==> src/rtl/sm83_bus_pkg.sv <==
// Shared types and address map for the SM83 bus sequencer.
// Contents:
//   region_t       address region latched for the current M-cycle
//   per_sel_t      peripheral port select code (0 none, 1 VRAM, 2 OAM, 3 IO)
//   *_BASE         region start addresses
//   decode_region  combinational address -> region decode
//   is_external    region is served by the cartridge/WRAM pins
//   region_to_per  region -> peripheral select code
package sm83_bus_pkg;

    typedef enum logic [3:0] {
        REG_NONE,
        REG_ROM,
        REG_VRAM,
        REG_ERAM,
        REG_WRAM,
        REG_OAM,
        REG_UNUSABLE,
        REG_IO,
        REG_HRAM,
        REG_IE
    } region_t;

    typedef enum logic [2:0] {
        PER_NONE = 3'd0,
        PER_VRAM = 3'd1,
        PER_OAM  = 3'd2,
        PER_IO   = 3'd3
    } per_sel_t;

    localparam logic [15:0] VRAM_BASE     = 16'h8000;
    localparam logic [15:0] ERAM_BASE     = 16'hA000;
    localparam logic [15:0] WRAM_BASE     = 16'hC000;
    localparam logic [15:0] OAM_BASE      = 16'hFE00;
    localparam logic [15:0] UNUSABLE_BASE = 16'hFEA0;
    localparam logic [15:0] IO_BASE       = 16'hFF00;
    localparam logic [15:0] HRAM_BASE     = 16'hFF80;
    localparam logic [15:0] IE_ADDR       = 16'hFFFF;

    // Echo RAM (E000-FDFF) is folded into WRAM.
    function automatic region_t decode_region(input logic [15:0] a);
        region_t r;
        if (a < VRAM_BASE)           r = REG_ROM;
        else if (a < ERAM_BASE)      r = REG_VRAM;
        else if (a < WRAM_BASE)      r = REG_ERAM;
        else if (a < OAM_BASE)       r = REG_WRAM;
        else if (a < UNUSABLE_BASE)  r = REG_OAM;
        else if (a < IO_BASE)        r = REG_UNUSABLE;
        else if (a < HRAM_BASE)      r = REG_IO;
        else if (a != IE_ADDR)       r = REG_HRAM;
        else                         r = REG_IE;
        return r;
    endfunction

    function automatic logic is_external(input region_t r);
        return (r == REG_ROM) || (r == REG_ERAM) || (r == REG_WRAM);
    endfunction

    function automatic per_sel_t region_to_per(input region_t r);
        per_sel_t p;
        case (r)
            REG_VRAM: p = PER_VRAM;
            REG_OAM:  p = PER_OAM;
            REG_IO:   p = PER_IO;
            default:  p = PER_NONE;
        endcase
        return p;
    endfunction

endpackage

==> src/rtl/sm83_bus_ctl_hram.sv <==
// High RAM (FF80-FFFE) storage: synchronous write, asynchronous read.
// Ports:
//   clk    clock
//   we     write enable, sampled at posedge
//   waddr  write word index (address bits [6:0])
//   wdata  write data
//   raddr  read word index
//   rdata  read data (combinational)
// Contents are deliberately not reset.
module sm83_hram #(
    parameter int WORDS = 127
) (
    input  logic       clk,
    input  logic       we,
    input  logic [6:0] waddr,
    input  logic [7:0] wdata,
    input  logic [6:0] raddr,
    output logic [7:0] rdata
);

    localparam logic [6:0] LAST = 7'(WORDS - 1);

    logic [7:0] mem [0:WORDS-1];

    always_ff @(posedge clk) begin
        if (we && (waddr <= LAST)) mem[waddr] <= wdata;
    end

    // Index 7F aliases IE and has no storage behind it.
    assign rdata = (raddr <= LAST) ? mem[raddr] : 8'h00;

endmodule

==> src/rtl/sm83_bus_ctl.sv <==
// SM83 bus sequencer: turns the I/O stage's rd/wr/aout/ext_dout and the
// t1..t4 phase strobes into cartridge/WRAM pin strobes, peripheral port
// strobes and HRAM accesses, and returns read data for sampling at T4.
// Ports:
//   clk, reset               clock, synchronous active-high reset
//   t1..t4                   one-hot M-cycle phase strobes
//   rd, wr                   read / write cycle in progress (T1..T4)
//   aout, ext_dout           CPU address / write data
//   ext_din                  read data to CPU (valid in T4, held after)
//   iena_sel                 read of the CPU-internal IE register (T4)
//   dma_active               OAM DMA running; blocks non-HRAM/IO/IE access
//   pin_a, pin_d_out         external address / data out (pass-through)
//   pin_d_oe                 external data drive enable
//   pin_d_in                 external data in
//   pin_rd_n/wr_n/cs_n       external strobes, active low
//   per_sel, per_rd, per_wr  peripheral port select and strobes
//   per_din                  peripheral read data
module sm83_bus_ctl
    import sm83_bus_pkg::*;
#(
    parameter logic [7:0] OPEN_BUS   = 8'hFF,
    parameter int         HRAM_WORDS = 127
) (
    input  logic        clk,
    input  logic        reset,
    input  logic        t1,
    input  logic        t2,
    input  logic        t3,
    input  logic        t4,
    input  logic        rd,
    input  logic        wr,
    input  logic [15:0] aout,
    input  logic [7:0]  ext_dout,
    output logic [7:0]  ext_din,
    output logic        iena_sel,
    input  logic        dma_active,
    output logic [15:0] pin_a,
    output logic [7:0]  pin_d_out,
    output logic        pin_d_oe,
    input  logic [7:0]  pin_d_in,
    output logic        pin_rd_n,
    output logic        pin_wr_n,
    output logic        pin_cs_n,
    output logic [2:0]  per_sel,
    output logic        per_rd,
    output logic        per_wr,
    input  logic [7:0]  per_din
);

    region_t    region_now;
    logic       blocked_now;
    region_t    region_q;
    logic       blocked_q;
    logic       rd_q;
    logic       wr_q;
    logic [6:0] hram_addr_q;
    logic       cs_n_q;
    logic       rd_n_q;
    logic       wr_n_q;
    logic       d_oe_q;
    per_sel_t   per_sel_q;
    logic       per_rd_q;
    logic [7:0] rdata_q;
    logic [7:0] read_mux;
    logic [7:0] hram_rdata;
    logic       hram_we;
    logic       start;

    always_comb begin
        region_now  = decode_region(aout);
        // DMA owns the bus; only the CPU-private spaces stay reachable.
        blocked_now = dma_active &&
                      !((region_now == REG_HRAM) || (region_now == REG_IE) ||
                        (region_now == REG_IO));
    end

    assign start = t1 && (rd || wr);

    always_ff @(posedge clk) begin
        if (reset) begin
            region_q  <= REG_NONE;
            blocked_q <= 1'b0;
            rd_q      <= 1'b0;
            wr_q      <= 1'b0;
            cs_n_q    <= 1'b1;
            rd_n_q    <= 1'b1;
            wr_n_q    <= 1'b1;
            d_oe_q    <= 1'b0;
            per_sel_q <= PER_NONE;
            per_rd_q  <= 1'b0;
            rdata_q   <= OPEN_BUS;
        end else if (start) begin
            // End T1: latch the access; later aout changes are ignored.
            region_q  <= region_now;
            blocked_q <= blocked_now;
            rd_q      <= rd;
            wr_q      <= wr;
            cs_n_q    <= !(((region_now == REG_ERAM) || (region_now == REG_WRAM)) &&
                           !blocked_now);
            rd_n_q    <= !(rd && is_external(region_now) && !blocked_now);
            d_oe_q    <= wr && is_external(region_now) && !blocked_now;
            per_sel_q <= blocked_now ? PER_NONE : region_to_per(region_now);
            per_rd_q  <= rd && !blocked_now && (region_to_per(region_now) != PER_NONE);
        end else if (t2) begin
            // End T2: write strobe spans the T3 clock only.
            wr_n_q <= !(wr_q && is_external(region_q) && !blocked_q);
        end else if (t3) begin
            // End T3: close write/peripheral-read strobes and capture read data.
            wr_n_q   <= 1'b1;
            per_rd_q <= 1'b0;
            if (rd_q && (region_q != REG_NONE)) rdata_q <= read_mux;
        end else if (t4) begin
            // End T4: return to idle.
            region_q  <= REG_NONE;
            blocked_q <= 1'b0;
            rd_q      <= 1'b0;
            wr_q      <= 1'b0;
            cs_n_q    <= 1'b1;
            rd_n_q    <= 1'b1;
            wr_n_q    <= 1'b1;
            d_oe_q    <= 1'b0;
            per_sel_q <= PER_NONE;
            per_rd_q  <= 1'b0;
        end
    end

    // HRAM index is data only; it is meaningful only while region_q is HRAM.
    always_ff @(posedge clk) begin
        if (start) hram_addr_q <= aout[6:0];
    end

    always_comb begin
        read_mux = OPEN_BUS;
        if (!blocked_q) begin
            case (region_q)
                REG_ROM, REG_ERAM, REG_WRAM: read_mux = pin_d_in;
                REG_VRAM, REG_OAM, REG_IO:   read_mux = per_din;
                REG_HRAM:                    read_mux = hram_rdata;
                default:                     read_mux = OPEN_BUS;
            endcase
        end
    end

    assign hram_we = wr && t4 && (region_q == REG_HRAM) && !reset;

    sm83_hram #(
        .WORDS (HRAM_WORDS)
    ) u_hram (
        .clk   (clk),
        .we    (hram_we),
        .waddr (hram_addr_q),
        .wdata (ext_dout),
        .raddr (hram_addr_q),
        .rdata (hram_rdata)
    );

    assign pin_a     = aout;
    assign pin_d_out = ext_dout;
    assign pin_d_oe  = d_oe_q;
    assign pin_rd_n  = rd_n_q;
    assign pin_wr_n  = wr_n_q;
    assign pin_cs_n  = cs_n_q;
    assign per_sel   = per_sel_q;
    assign per_rd    = per_rd_q;
    assign per_wr    = wr && t4 && (region_to_per(region_q) != PER_NONE) && !blocked_q;
    assign iena_sel  = rd && t4 && (region_q == REG_IE);
    assign ext_din   = rdata_q;

endmodule

==> config.mk <==
export PLATFORM = sky130hd
export DESIGN_NAME = sm83_bus_ctl
export DESIGN_NICKNAME = d
export VERILOG_FILES = /design/src/rtl/sm83_bus_pkg.sv /design/src/rtl/sm83_bus_ctl_hram.sv /design/src/rtl/sm83_bus_ctl.sv
export SDC_FILE = /design/constraint.sdc
export NUM_CORES = 1
export LEC_CHECK = 0
export BUFFER_PORTS_ARGS = -buffer_cell sky130_fd_sc_hd__clkbuf_2
export CORE_MARGIN = 2
export CORE_UTILIZATION = 44
export DETAILED_ROUTE_END_ITERATION = 6
export PLACE_DENSITY = 0.66
export SLEW_MARGIN = 5
export SYNTH_ARGS = -nofsm -noshare
export SYNTH_HDL_FRONTEND = slang
export SYNTH_SLANG_ARGS = --single-unit
==> constraint.sdc <==
create_clock -name clk -period 4.3 [get_ports clk]
set_input_delay 0.43 -clock clk [delete_from_list [all_inputs] [get_ports clk]]
set_output_delay 0.43 -clock clk [all_outputs]
set_load 0.05 [all_outputs]
==> results of run 1 <==
[routing by layer]
layer / vias up / global-route usage / wire length [um]
li1: 8944 / - / -
met1: 11300 / 0.300 / 41300
met2: 1168 / 0.345 / 49000
met3: 200 / 0.0409 / 9170
met4: 0 / 0.0635 / 2900
met5: - / 0 / 0
[repair_timing]
action                                 CTS  global route
setup buffers                            0             0
hold buffers                             3             0
endpoints found under the hold margin    4             0
[worst max-delay path, stage by stage (launching register included)]
cell     delay [ns]
dfxtp_4        1.03
buf_12         0.31
buf_4          0.26
mux4_2         0.52
mux2i_1        0.18
o22ai_1        0.20
nor4b_1        0.99
o22ai_1        0.15
[sequential cells by signal (all words and copies together), names as in the netlist, named ones only]
signal       count
u_hram.mem    1016
ext_din          8
hram_addr_q      7
region_q         4
per_sel          2
blocked_q        1
per_rd           1
pin_cs_n         1
pin_d_oe         1
pin_rd_n         1
pin_wr_n         1
rd_q             1
wr_q             1
[cell families (layout without fill, tap and decap cells)]
group                  Yosys count  in the layout  synth area share
buffers and inverters          148            374            0.0200
multiplexers                   294            294             0.140
flip-flops                    1052           1052             0.758
other                            1              2         0.0000908
AO/OA/AOI/OAI                  250            250            0.0411
AND/OR/NAND/NOR                369            369            0.0409
[synthesized netlist by cell type (7+ instances only)]
cell type  number  area share
a31oi_1         7      0.0011
nand2_1        86      0.0078
o21ai_0        25      0.0030
nor2_1        161       0.015
o221ai_1        8      0.0017
clkbuf_1       55      0.0050
buf_2          22      0.0027
mux2i_1        65       0.016
o2111ai_1       8      0.0017
nand3_1        32      0.0039
o22ai_1        22      0.0033
nand2b_1       11      0.0017
a22oi_1        81       0.015
nor2b_1        22      0.0033
edfxtp_1     1023        0.74
nor3_1         13      0.0016
mux4_2        225        0.12
buf_4          38      0.0069
a21oi_1        55      0.0067
and2_1          7      0.0011
a211oi_1        8      0.0015
dfxtp_1        29       0.014
buf_6          11      0.0030
inv_1          16      0.0015
[power groups by stage]
stage	combinational (mW)	sequential [mW]	clock [mW]
after floorplan	1.09	11.5	0
after global placement	1.66	11.6	0
after detailed placement	1.69	11.6	0
after CTS	1.70	11.3	9.39
after global routing	1.79	11.3	9.78
final	1.70	11.3	9.28
[stage by stage]
| step | hold WS, ns | power, mW |
|---|---|---|
| after CTS | 0.0270 | 22.4 |
| after floorplan | 0.437 | 12.6 |
| after global placement | 0.442 | 13.2 |
| after global routing | 0.0591 | 22.9 |
| after detailed placement | 0.454 | 13.2 |
| final | 0.0638 | 22.3 |
[final cells by class]
class	instances	area share
inverters	16	0.00128
diodes	1	0.0000535
repair buffers	162	0.0245
clock inverters	56	0.0143
clock buffers	140	0.0612
flip-flops and latches	1052	0.669
multi-input cells	914	0.196
well taps	1254	0.0335
[worst paths after layout]
path         startpoint         end  slack, ns  cells past startpoint
min reg2reg    pin_d_oe    pin_d_oe       0.46                      2
max            register  ext_din[7]       0.44                      7
max reg2reg    register  ext_din[7]       0.44                      7
min                  t1      per_rd       0.06                      3
==> run_results.csv, run 1 <==
group,metric,value,unit
clock_tree,max-clock-path-buffers,3,
detailed_routing,drc,0,
power,p_sw,4.98,mW
placed_design,portBuffers,89,
sta,fin_skew,0.0388,ns
detailed_routing,ant_nets,0,
worst_setup_path,cp-start-kind,"register",
synthesis,synth_area,0.0413,mm^2
synthesis,async_flop_share,0,
global_routing,grt_max_degree,107,
detailed_routing,dr_total_vias,21600,
placed_design,post-place-ws,0.490,ns
worst_setup_path,arrival,4.37,ns
placed_design,dpl.cell_count,3395,
clock_tree,cts_tree,"done",
sta,fin_crit_sh,0.897,
sta,rsz0062_at_grt,"false",
power,internal_power,17.3,mW
synthesis,synth-seq-cells,1052,
global_routing,antenna_found_initial,0,
finish,final_common_cell,"edfxtp_1",
clock_tree,root_buffer,"clkbuf_16",
synthesis,synth_ff_type,"edfxtp_1",
sta,timing.final.ws_setup,0.443,ns
power,powerDensity,477,mW/mm^2
detailed_routing,drtIter0Drc,3048,
power,p_sw_frac,0.223,
finish,design_area,0.0468,mm^2
power,p_seq_frac,0.508,
sta,setup_viol,0,
finish,area_delta_synth_final,13.3,%
placed_design,gp_congestion,0.898,
power,leakage,14.6,nW
detailed_routing,wire_per_inst,28.5,um
global_routing,grt_overflow,0,
worst_setup_path,end_kind,"register",
synthesis,postSynthCellCount,2114,
die,rows,112,
finish,seq_area,0.0313,mm^2
sta,slew_headroom,0.229,
global_routing,grt_pass1_wl,149000,um
clock_tree,cts_resized,0,
placed_design,dp_hpwl,63900,um
clock_tree,clkSinkCount,1052,
finish,utilization,0.502,
worst_hold_path,min_path_type,"input pin to register",
finish,multi_input_area,0.00916,mm^2
synthesis,yosysWarnings,0,
sta,setup_tns,0,ns
sta,tightest_slew,1.16,ns
global_routing,grt_usage,0.214,
synthesis,syn_nets,2163,
die,dieWidth,310,um
detailed_routing,viasPerCell,6.00,
worst_setup_path,worstSetupPathType,"register to register",
die,start_util,0.443,
synthesis,synth_area_per_cell,19.5,um^2
sta,max_clock_freq,259,MHz
sta,final-hold-violation-count,0,
finish,final_nets,2299,
finish,drive_gt1_frac,0.237,
synthesis,yosysSeqAreaShare,0.758,
sta,period_minus_slack,3.86,ns
power,vdd_drop_max,0.000350,V
detailed_routing,dr.pass1.iters,6,
finish,final_cell_mix,"edfxtp_1, mux4_2, nor2_1",
placed_design,placed_cell_area,0.0432,mm^2
die,core_area,0.0932,mm^2
synthesis,ys_types,61,
die,die_area,0.0963,mm^2
die,die_h,310,um
job,drv_cap,0,
clock_tree,clk_latency,0.69,ns
synthesis,synth-edff-count,1023,
die,io_pins,91,
power,p_comb_frac,0.076,
worst_setup_path,path_max_fanout,46,
worst_setup_path,worstPathRequired,4.81,ns
sta,final_max_slew_viol_count,0,
clock_tree,clk_pin_slew,0.07,ns
status,status,"complete, no violations",
global_routing,grt_pass1_vias,21700,
clock_tree,cts_made_buffers,104,
finish,stdcell_count,3595,
detailed_routing,wl,102000,um
finish,nFillCells,7387,
power,pwr-share-clk,0.416,
clock_tree,cts_max_level,3,
Power figures use the tool's default switching activity.
==> inputs of run 2 (changes only) <==
--- a/config.mk
+++ b/config.mk
@@ -10,6 +10,7 @@
 export CORE_UTILIZATION = 44
 export DETAILED_ROUTE_END_ITERATION = 6
 export PLACE_DENSITY = 0.66
+export REMOVE_ABC_BUFFERS = 1
 export SLEW_MARGIN = 5
 export SYNTH_ARGS = -nofsm -noshare
 export SYNTH_HDL_FRONTEND = slang
==> run_results.csv, run 2 (synthesized netlist as in run 1, its figures left out) <==
group,metric,value,unit
power,powerDensity,472,mW/mm^2
die,die_area,0.0963,mm^2
worst_setup_path,cp-start-kind,"register",
clock_tree,cts_resized,0,
global_routing,grt_max_degree,128,
sta,max_clock_freq,258,MHz
global_routing,grt_overflow,0,
clock_tree,hold_buffers,0,
finish,largest_reg_flops,1016,
worst_setup_path,ff2ff_setup_slack,0.43,ns
die,io_pins,91,
detailed_routing,dr_total_vias,21800,
finish,seq_area,0.0313,mm^2
worst_hold_path,worstHoldEndpoint,"per_rd",
clock_tree,cts_setup_buffers,0,
clock_tree,cts_tree,"done",
sta,tightest_slew,1.09,ns
detailed_routing,drc,2,
power,pwr-share-clk,0.411,
finish,design_area,0.0469,mm^2
global_routing,antenna_found_initial,2,
die,start_util,0.443,
sta,fin_crit_sh,0.901,
power,p_sw,5.01,mW
placed_design,dp_hpwl,67300,um
finish,regMostFlops,"u_hram.mem",
sta,timing.final.ws_setup,0.425,ns
sta,final-hold-violation-count,0,
detailed_routing,wl,104000,um
clock_tree,clk_pin_slew,0.06,ns
finish,stdcell_count,3624,
worst_hold_path,min_path_cells,3,
finish,nFillCells,7328,
placed_design,portBuffers,89,
finish,final_common_cell,"edfxtp_1",
clock_tree,cts_max_level,3,
detailed_routing,viasPerCell,6.03,
die,die_h,310,um
power,p_comb_frac,0.077,
finish,area_delta_synth_final,13.7,%
power,leakage,14.8,nW
sta,rsz0062_at_grt,"false",
worst_setup_path,worstPathRequired,4.82,ns
worst_hold_path,hold_path.startpoint,"t1",
die,dieWidth,310,um
global_routing,grt_pass1_vias,21700,
clock_tree,root_buffer,"clkbuf_16",
worst_setup_path,reg2reg_depth,7,
finish,final_cell_mix,"edfxtp_1, mux4_2, nor2_1",
power,vdd_drop_max,0.000357,V
sta,setup_viol,0,
finish,final_nets,2336,
clock_tree,cts_made_buffers,106,
finish,multi_input_area,0.00916,mm^2
status,status,"finished, violations left",
sta,final_max_slew_viol_count,0,
global_routing,grt_pass1_wl,150000,um
detailed_routing,drtIter0Drc,2973,
sta,slew_headroom,0.260,
finish,utilization,0.504,
job,drv_cap,0,
worst_setup_path,end_kind,"register",
sta,period_minus_slack,3.87,ns
die,rows,112,
sta,fin_skew,0.0380,ns
power,p_sw_frac,0.226,
placed_design,post-place-ws,0.486,ns
worst_setup_path,path_max_fanout,36,
worst_setup_path,timing.rr.end,"ext_din[2]",
finish,antenna_cells,0,
placed_design,gp_congestion,0.906,
finish,drive_gt1_frac,0.253,
power,internal_power,17.1,mW
detailed_routing,ant_nets,0,
worst_setup_path,arrival,4.40,ns
status,violations,"design-rule violations",
clock_tree,clkSinkCount,1052,
power,p_seq_frac,0.512,
global_routing,grt_usage,0.217,
clock_tree,clk_latency,0.69,ns
detailed_routing,wire_per_inst,28.7,um
detailed_routing,dr.pass1.iters,7,
placed_design,placed_cell_area,0.0435,mm^2
placed_design,dpl.cell_count,3433,
worst_hold_path,min_path_type,"input pin to register",
clock_tree,max-clock-path-buffers,3,
worst_setup_path,worstSetupPathType,"register to register",
die,core_area,0.0932,mm^2
[run 2: cell types whose count changed in the layout (fill, tap and decap cells not counted), moves of 6 or more]
| cell | previous run | this run |
|---|---|---|
| buf_4 | 68 | 106 |
| clkbuf_1 | 27 | 14 |
| clkinvlp_4 | 3 | 12 |
| clkbuf_8 | 6 | 0 |
| clkinv_2 | 14 | 20 |
[run 2: power groups by stage]
stage	clock network, mW	logic (mW)	registers [mW]
after floorplan	0	1.11	11.7
after global placement	0	1.68	11.6
after detailed placement	0	1.70	11.6
after CTS	9.23	1.70	11.3
after global routing	9.62	1.79	11.3
final	9.11	1.70	11.3
[run 2: area by class of cell]
class,instances,area share
tap,1254,0.0334
inverter,16,0.00128
sequential,1052,0.667
timing repair buffer,197,0.0299
multi-input combinational,914,0.195
clock buffer,123,0.0592
clock inverter,68,0.0140
[run 2: worst max path at each step]
stage	endpoint	from	depth (start not counted)
floorplan	ext_din[5]	register	6
global placement	ext_din[2]	register	7
detailed placement	ext_din[2]	register	7
global route	ext_din[2]	register	7
CTS	ext_din[2]	register	7
finish	ext_din[2]	register	7
[run 2: metrics by stage]
step,setup TNS [ns],total power [mW],hold WS [ns]
floorplan,-57.78,12.8,0.431
global placement,0,13.2,0.447
detailed placement,0,13.2,0.465
CTS,0,22.3,0.0428
global route,0,22.8,0.0700
finish,0,22.1,0.0753
[run 2: worst max-delay path, stage by stage (launching register included)]
cell and delay [ns]:
dfxtp_4 0.93, buf_4 0.47, mux4_2 0.59, a22oi_1 0.22
a21oi_1 0.10, nor2_1 0.27, nor4b_1 0.92, o22ai_1 0.15
[run 2: per-layer routing]
layer,vias up,wire (um),GRT usage
li1,9020,-,-
met1,11400,41300,0.299
met2,1188,49200,0.342
met3,208,10300,0.0552
met5,-,167,0
met4,4,3250,0.0718
